===== src/rtl/inst_fetch_axi_pkg.sv =====
// inst_fetch_axi_pkg: shared state encodings and AXI constants for the instruction fetcher
package inst_fetch_axi_pkg;
  typedef enum logic [1:0] {FETCH, WAIT_R, HOLD, DRAIN} state_t;
  localparam logic [31:0] RESET_PC_DEF = 32'hBFC0_0000;
  localparam logic [2:0] ARPROT_INST = 3'b100;
  localparam logic [1:0] RESP_OKAY = 2'b00;
endpackage


===== src/rtl/inst_fetch_axi.sv =====
// inst_fetch_axi: IF-stage PC holder fetching one instruction per PC over an AXI4-Lite read channel
module inst_fetch_axi
  import inst_fetch_axi_pkg::*;
#(
  parameter logic [31:0] RESET_PC = RESET_PC_DEF,
  parameter int ADDR_W = 32,
  parameter int DATA_W = 32
) (
  input  logic              clk,
  input  logic              rst,
  input  logic [5:0]        stall,
  input  logic              flush,
  input  logic [ADDR_W-1:0] new_pc,
  input  logic              branch_flag,
  input  logic [ADDR_W-1:0] branch_target,
  output logic [ADDR_W-1:0] if_pc,
  output logic [DATA_W-1:0] if_inst,
  output logic [1:0]        if_excp,
  output logic              stallreq_if,
  output logic [ADDR_W-1:0] m_araddr,
  output logic [2:0]        m_arprot,
  output logic              m_arvalid,
  input  logic              m_arready,
  input  logic [DATA_W-1:0] m_rdata,
  input  logic [1:0]        m_rresp,
  input  logic              m_rvalid,
  output logic              m_rready
);
  state_t state, state_n;
  logic [ADDR_W-1:0] pc, pc_n, redir_pc, redir_pc_n, next_pc;
  logic redir, redir_n, adel, ar_hs, rok;
  logic [DATA_W-1:0] inst_buf, inst_n;
  logic [1:0] excp, excp_n;
  logic unused_stall;
  assign unused_stall = ^stall[5:1];
  assign adel = pc[1:0] != 2'b00;
  assign m_arvalid = !rst && state == FETCH && !adel;
  assign m_araddr = pc;
  assign m_arprot = ARPROT_INST;
  assign m_rready = !rst && (state == WAIT_R || state == DRAIN);
  assign ar_hs = m_arvalid && m_arready;
  assign rok = m_rresp == RESP_OKAY;
  assign next_pc = branch_flag ? branch_target : pc + ADDR_W'(4);
  assign stallreq_if = state != HOLD;
  assign if_pc = pc;
  assign if_inst = state == HOLD ? inst_buf : '0;
  assign if_excp = state == HOLD ? excp : 2'b00;
  // next state, PC redirect and delivered-instruction bookkeeping; flush outranks stall and branch
  always_comb begin
    state_n = state;
    pc_n = pc;
    redir_n = redir;
    redir_pc_n = redir_pc;
    inst_n = inst_buf;
    excp_n = excp;
    case (state)
      FETCH: begin
        if (adel) begin
          state_n = flush ? FETCH : HOLD;
          pc_n = flush ? new_pc : pc;
          inst_n = flush ? inst_buf : '0;
          excp_n = flush ? excp : 2'b01;
        end else if (ar_hs) begin
          state_n = (flush || redir) ? DRAIN : WAIT_R;
          pc_n = flush ? new_pc : redir ? redir_pc : pc;
          redir_n = 1'b0;
        end else if (flush) begin
          redir_n = 1'b1;
          redir_pc_n = new_pc;
        end
      end
      WAIT_R: begin
        state_n = flush ? (m_rvalid ? FETCH : DRAIN) : m_rvalid ? HOLD : WAIT_R;
        pc_n = flush ? new_pc : pc;
        inst_n = (!flush && m_rvalid) ? (rok ? m_rdata : '0) : inst_buf;
        excp_n = (!flush && m_rvalid) ? {!rok, 1'b0} : excp;
      end
      HOLD: begin
        state_n = (flush || !stall[0]) ? FETCH : HOLD;
        pc_n = flush ? new_pc : !stall[0] ? next_pc : pc;
        excp_n = (flush || !stall[0]) ? 2'b00 : excp;
      end
      default: begin
        state_n = m_rvalid ? FETCH : DRAIN;
        pc_n = flush ? new_pc : pc;
      end
    endcase
  end
  // state and datapath registers
  always_ff @(posedge clk) begin
    if (rst) begin
      state <= FETCH;
      pc <= RESET_PC[ADDR_W-1:0];
      redir <= 1'b0;
      redir_pc <= '0;
      inst_buf <= '0;
      excp <= 2'b00;
    end else begin
      state <= state_n;
      pc <= pc_n;
      redir <= redir_n;
      redir_pc <= redir_pc_n;
      inst_buf <= inst_n;
      excp <= excp_n;
    end
  end
endmodule

===== config.mk =====
export PLATFORM = sky130hd
export DESIGN_NAME = inst_fetch_axi
export DESIGN_NICKNAME = d
export VERILOG_FILES = /design/src/rtl/inst_fetch_axi_pkg.sv /design/src/rtl/inst_fetch_axi.sv
export SDC_FILE = /design/constraint.sdc
export NUM_CORES = 1
export LEC_CHECK = 0
export BUFFER_PORTS_ARGS = -buffer_cell sky130_fd_sc_hd__buf_2
export CORE_ASPECT_RATIO = 0.9
export CORE_MARGIN = 5
export CORE_UTILIZATION = 30
export DETAILED_ROUTE_END_ITERATION = 8
export PLACE_DENSITY = 0.56
export SYNTH_ARGS = -nofsm -noshare
export SYNTH_HDL_FRONTEND = slang
export SYNTH_SLANG_ARGS = --single-unit

===== constraint.sdc =====
create_clock -name clk -period 3.2 [get_ports clk]
set_input_delay 0.32 -clock clk [delete_from_list [all_inputs] [get_ports clk]]
set_output_delay 0.32 -clock clk [all_outputs]
set_load 0.01 [all_outputs]

======== Word-level counts from Yosys, hierarchy flattened ========
Cells that the tools add are included.
storage, ports and cells
  register bits after elaboration ......... 101
  input bits .............................. 110
operators by class
  bitwise operators ....................... 2
  add/sub/neg operators ................... 1
  mux-type cells .......................... 32
  equal/unequal tests ..................... 11
  reduce and logical (&&, ||, !) cells .... 24
operators by type and width
  operator                                                               count
  32-bit two-way mux                                                     13
  32-bit one-hot mux with 2 select lines                                 2
  32-bit by 3-bit adder with 32-bit output, second input constant        1
  2-bit two-way mux                                                      13
  2-bit one-hot mux with 3 select lines                                  2
  4-bit AND reduction                                                    2
  2-bit != test, second input constant                                   3
  3-bit != test, second input constant                                   2
  3-bit AND reduction                                                    2
  2-bit nonzero test                                                     3
  1-bit logical AND                                                      5
  1-bit zero test                                                        5
  5-bit AND reduction                                                    1
  2-bit equality test, second input constant                             2
  2-bit zero test                                                        2
  2-bit by 1-bit != test with 1-bit output, second input constant        2
  4-bit != test, second input constant                                   1
  1-bit logical OR                                                       3
  3-bit nonzero test                                                     1
  2-bit by 1-bit equality test with 1-bit output, second input constant  1
  1-bit two-way mux                                                      2
  1-bit NOT                                                              2

======== Depth between registers and ports, before layout ========
  word-level depth ........................ 7
  gate-level depth with buffers ........... 11
  mapped depth without buffers ............ 7

======== Least setup slack after synthesis ========
OpenSTA, ideal clock, no wires.
  path type ............................... input-to-reg
  from .................................... in flush
  to ...................................... reg inst_buf[10]
  path slack .............................. 0.879 ns
  path buffers ............................ 4
  stages on the path ...................... 11
  data arrival time ....................... 2.251 ns
  setup time .............................. 0.070 ns
  cell sequence ........................... buf_2 > inv_1 > clkbuf_1 > clkbuf_1 > ha_1 > nor2b_1 > a21oi_1 > o21a_1 > clkbuf_1 > nand3_1 > a21oi_1
between the ends
  longest elaborated chain between the ends .. 4
  elaborated cells on any way between the ends .. 5
RTL lines
  what                                                       line                   text
  from (decl)                                                inst_fetch_axi.sv:12   input logic flush,
  1-bit zero test                                            inst_fetch_axi.sv:75   inst_n = (!flush && m_rvalid) ? (rok ? m_rdata : '0) : inst_buf;
  1-bit logical AND                                          inst_fetch_axi.sv:75
  2-bit by 1-bit != test with 1-bit output (no source line)  -
  4-bit AND reduction (no source line) *                     -
  to (signal assigned)                                       inst_fetch_axi.sv:103  inst_buf <= inst_n;
  to (decl)                                                  inst_fetch_axi.sv:32   logic [DATA_W-1:0] inst_buf, inst_n;
Every way passes the cells marked *; elsewhere a longest branch is shown, timed or not.
A chain may end at the register's enable or synchronous reset.

======== Worst setup path in the final report ========
  from .................................... reg state[0]
  to ...................................... reg pc[25], in the netlist if_pc[25]
between the ends
  longest elaborated chain between the ends .. 6
  elaborated cells on any way between the ends .. 10
RTL lines
  what                                  line                                        text
  from (decl)                           inst_fetch_axi.sv:29                        state_t state, state_n;
  from (signal assigned)                inst_fetch_axi.sv:99                        state <= state_n;
  2-bit zero test                       inst_fetch_axi.sv:37, inst_fetch_axi.sv:56
  1-bit logical AND (2 in series)       inst_fetch_axi.sv:37                        assign m_arvalid = !rst && state == FETCH && !adel;
  1-bit logical AND                     inst_fetch_axi.sv:41                        assign ar_hs = m_arvalid && m_arready;
  3-bit != test (no source line)        -
  3-bit AND reduction (no source line)  -
  to (signal assigned)                  inst_fetch_axi.sv:93                        pc <= RESET_PC[ADDR_W-1:0];
  to (signal assigned)                  inst_fetch_axi.sv:100                       pc <= pc_n;
  to (decl)                             inst_fetch_axi.sv:30                        logic [ADDR_W-1:0] pc, pc_n, redir_pc, redir_pc_n, next_pc;
Several ways; a longest one is shown, not always the timed one.

==> impl_metrics.toml <==
[clock_tree]
clk_latency_ns = 0.35
postCtsSetupRepairBufs = 0
cts_tree = "built"
cts_buffers = 9
htreeDepth = 3
root_buffer = "clkbuf_16"
cts_resized = 0
cts.sinks = 101
clockBufferDepth = 2
cts_hold_buffers = 0
clk_pin_slew_ns = 0.07

[synth]
ys_types = 71
synth-edff-count = 0
syn_inst = 842
synthAdderAreaFrac_pct = 1.62
syn_area_per_cell_um2 = 7.33
synth_top_family_by_area = "simple AND/OR/NAND/NOR gates"
synth_seq_area_share_pct = 32.8
synthXorXnorAreaFrac_pct = 1.28
synth_compound_area_share_pct = 25.8
ys_ff_latch = 101
ys_async_sr_fraction_pct = 0
synth_flop_cell = "dfxtp_1"
yosysWarnings = 0
synth_simple_gate_area_share_pct = 28.1
synth_mux_area_share_pct = 0.507
synthesis.area_mm2 = 0.00617

[global_route]
gr-usage-all-layers_pct = 18.8
grt.overflow.total = 0
antenna_found_initial = 2
grt_max_degree = 67
grt_pass1_wl_um = 35800
grt_pass1_vias = 6268

[route]
firstDrtPassIters = 5
vias_per_cell = 5.46
ant_nets = 0
drc = 0
post_drt_wl_per_cell_um = 18.6
drtIter0Drc = 690
wirelength_um = 23100
via_count = 6795

[min_path]
hold_class = "primary input to flop"
hp-start = "new_pc[17]"
whs_path_depth = 3
whs_endpoint = "redir_pc[17]"

[power_and_ir_drop]
p_leak_nw = 3.06
ir_drop_mv = 0.344
powerDensity_mw_per_mm2 = 820

[timing]
setup_viol = 0
finalHoldViolCount = 0
drv_slew = 0
fmax_mhz = 413
tns_ns = 0
fin_crit_ns = 2.42
skew_ns = 0.00692
worst_slew_pin_slew_ns = 0.919
rsz0062_at_grt = "false"
period_share_pct = 75.6
relSlewSlack_pct = 38.7
hold_ws_ns = 0.213

[critical_path]
critPathLaunchType = "flop"
crit_type = "flop to flop"
crit_chain = "inv_1, ha_1, buf_4, or3b_1, nand2_1, o211ai_1, o21bai_1, a2111o_1"
reg2reg_depth = 8
r2r-start = "state[0]"
cpPeakStageDelay_ns = 0.39
critPathCaptureType = "flop"
cpMaxStageDelayCell = "or3b_1"
crit_required_ns = 3.44
rr_endpoint = "if_pc[25]"
crit_fanout = 12
cp_data_arrival_time_ns = 2.65
r2r_slack_ns = 0.78

[placed_design]
io_buffers = 205
place_hpwl_um = 16200
routabilityCongestion = 0.830

[floorplan]
initial_core_util_pct = 30.7
boundaryPins = 214
fp.coreArea_mm2 = 0.0201
row_count = 49
die_w_um = 161
die_h_um = 146
die_area_mm2 = 0.0236

[layout]
nets = 1101
final_cell_mix = "buf_2 (204), nand2_1 (137), dfxtp_1 (101)"
layout-drive-gt1-share_pct = 26.1
layout_commonest_cell = "buf_2"
final.fill_count = 2159
synthToLayoutAreaGrowth_pct = 21.9

[run]
drv_cap = 0

[run_status]
status = "completed"
## worst max-delay path by stage
stage                         from            to  slack, ns  cells after the start
final                     state[0]     if_pc[25]       0.78                      8
after global placement    state[0]     if_pc[25]       0.80                      8
after floorplan              flush  inst_buf[10]       0.88                     11
after global routing      state[0]     if_pc[25]       0.64                      8
after CTS                 state[0]     if_pc[25]       0.78                      8
after detailed placement  state[0]     if_pc[25]       0.78                      8
## where the power goes
part	switching, W	internal [W]	total [W]	leakage, nW
registers	0.000419	0.00152	0.00194	0.825
logic	0.00199	0.00110	0.00309	2.10
clock network	0.000510	0.000631	0.00114	0.136
## cell usage after synthesis (all sizes together) (8+ instances only)
cell type / n / area share (%)
nand2: 137 / 8.3
inv: 15 / 0.91
dfxtp: 101 / 33
and3: 8 / 0.81
buf: 51 / 5.4
clkbuf: 56 / 3.4
a21oi: 98 / 7.9
o211ai: 12 / 1.5
a31oi: 8 / 0.81
a221oi: 13 / 1.8
a211oi: 8 / 0.97
nand3: 62 / 5.1
nor4: 10 / 1.0
nand4: 11 / 1.2
nor2: 32 / 1.9
and2: 40 / 4.1
ha: 8 / 1.6
o21ai: 32 / 2.6
nor3: 13 / 1.1
## layer usage
layer	wire length (µm)	global-route usage [%]	vias up	part of all wire [%]
li1	-	-	3275	-
met1	10800	27.3	3228	47
met2	10300	28.8	264	45
met3	1490	3.13	28	6.4
met4	484	5.50	0	2.1
met5	0	0	-	0
## registers in the layout, indices dropped and copies added, names as in the netlist
| register | cells |
|---|---|
| state | 2 |
| if_pc | 32 |
| redir_pc | 32 |
| excp | 2 |
| inst_buf | 32 |
| redir | 1 |
## area by class of cell
| cell class | instances | area, µm² | share of cell area (%) |
|---|---|---|---|
| Inverter | 16 | 60.1 | 0.798 |
| Sequential cell | 101 | 2020 | 26.9 |
| Multi-Input combinational cell | 619 | 3560 | 47.4 |
| Timing Repair Buffer | 236 | 1260 | 16.8 |
| Clock inverter | 3 | 45.0 | 0.598 |
| Tap cell | 255 | 319 | 4.24 |
| Clock buffer | 13 | 250 | 3.32 |
| Antenna cell | 2 | 5.00 | 0.0665 |
## logic make-up (layout without fill, tap and decap cells)
family,count (synthesis),in the layout
xor gates and xnor gates,9,9
muxes,3,3
AOI/OAI and AO/OA,245,245
buffers and inverters,123,268
and+or+nand+nor,351,351
other,2,5
adders and majority gates,8,8
DFF,101,101
## critical path: cells and delay by family (launching register included)
family	cells	cell delay, ns
compound gates	3	0.93
fa+ha+maj	1	0.17
buf+inv	2	0.30
flops	1	0.33
simple gates	2	0.58
## stage by stage
| step | power, W | cell area, µm² | setup slack (ns) | util, % | instances |
|---|---|---|---|---|---|
| finish | 0.00617 | 7530 | 0.782 | 37.4 | 1245 |
| global route | 0.00660 | 7530 | 0.635 | 37.4 | 1245 |
| CTS | 0.00620 | 7520 | 0.777 | 37.4 | 1243 |
| detailed placement | 0.00504 | 7230 | 0.781 | 35.9 | 1227 |
| global placement | 0.00502 | 7230 | 0.803 | 35.9 | 1227 |
| floorplan | 0.00400 | 6180 | 0.879 | - | 843 |
Note: power is estimated with default switching activity, not from simulation.
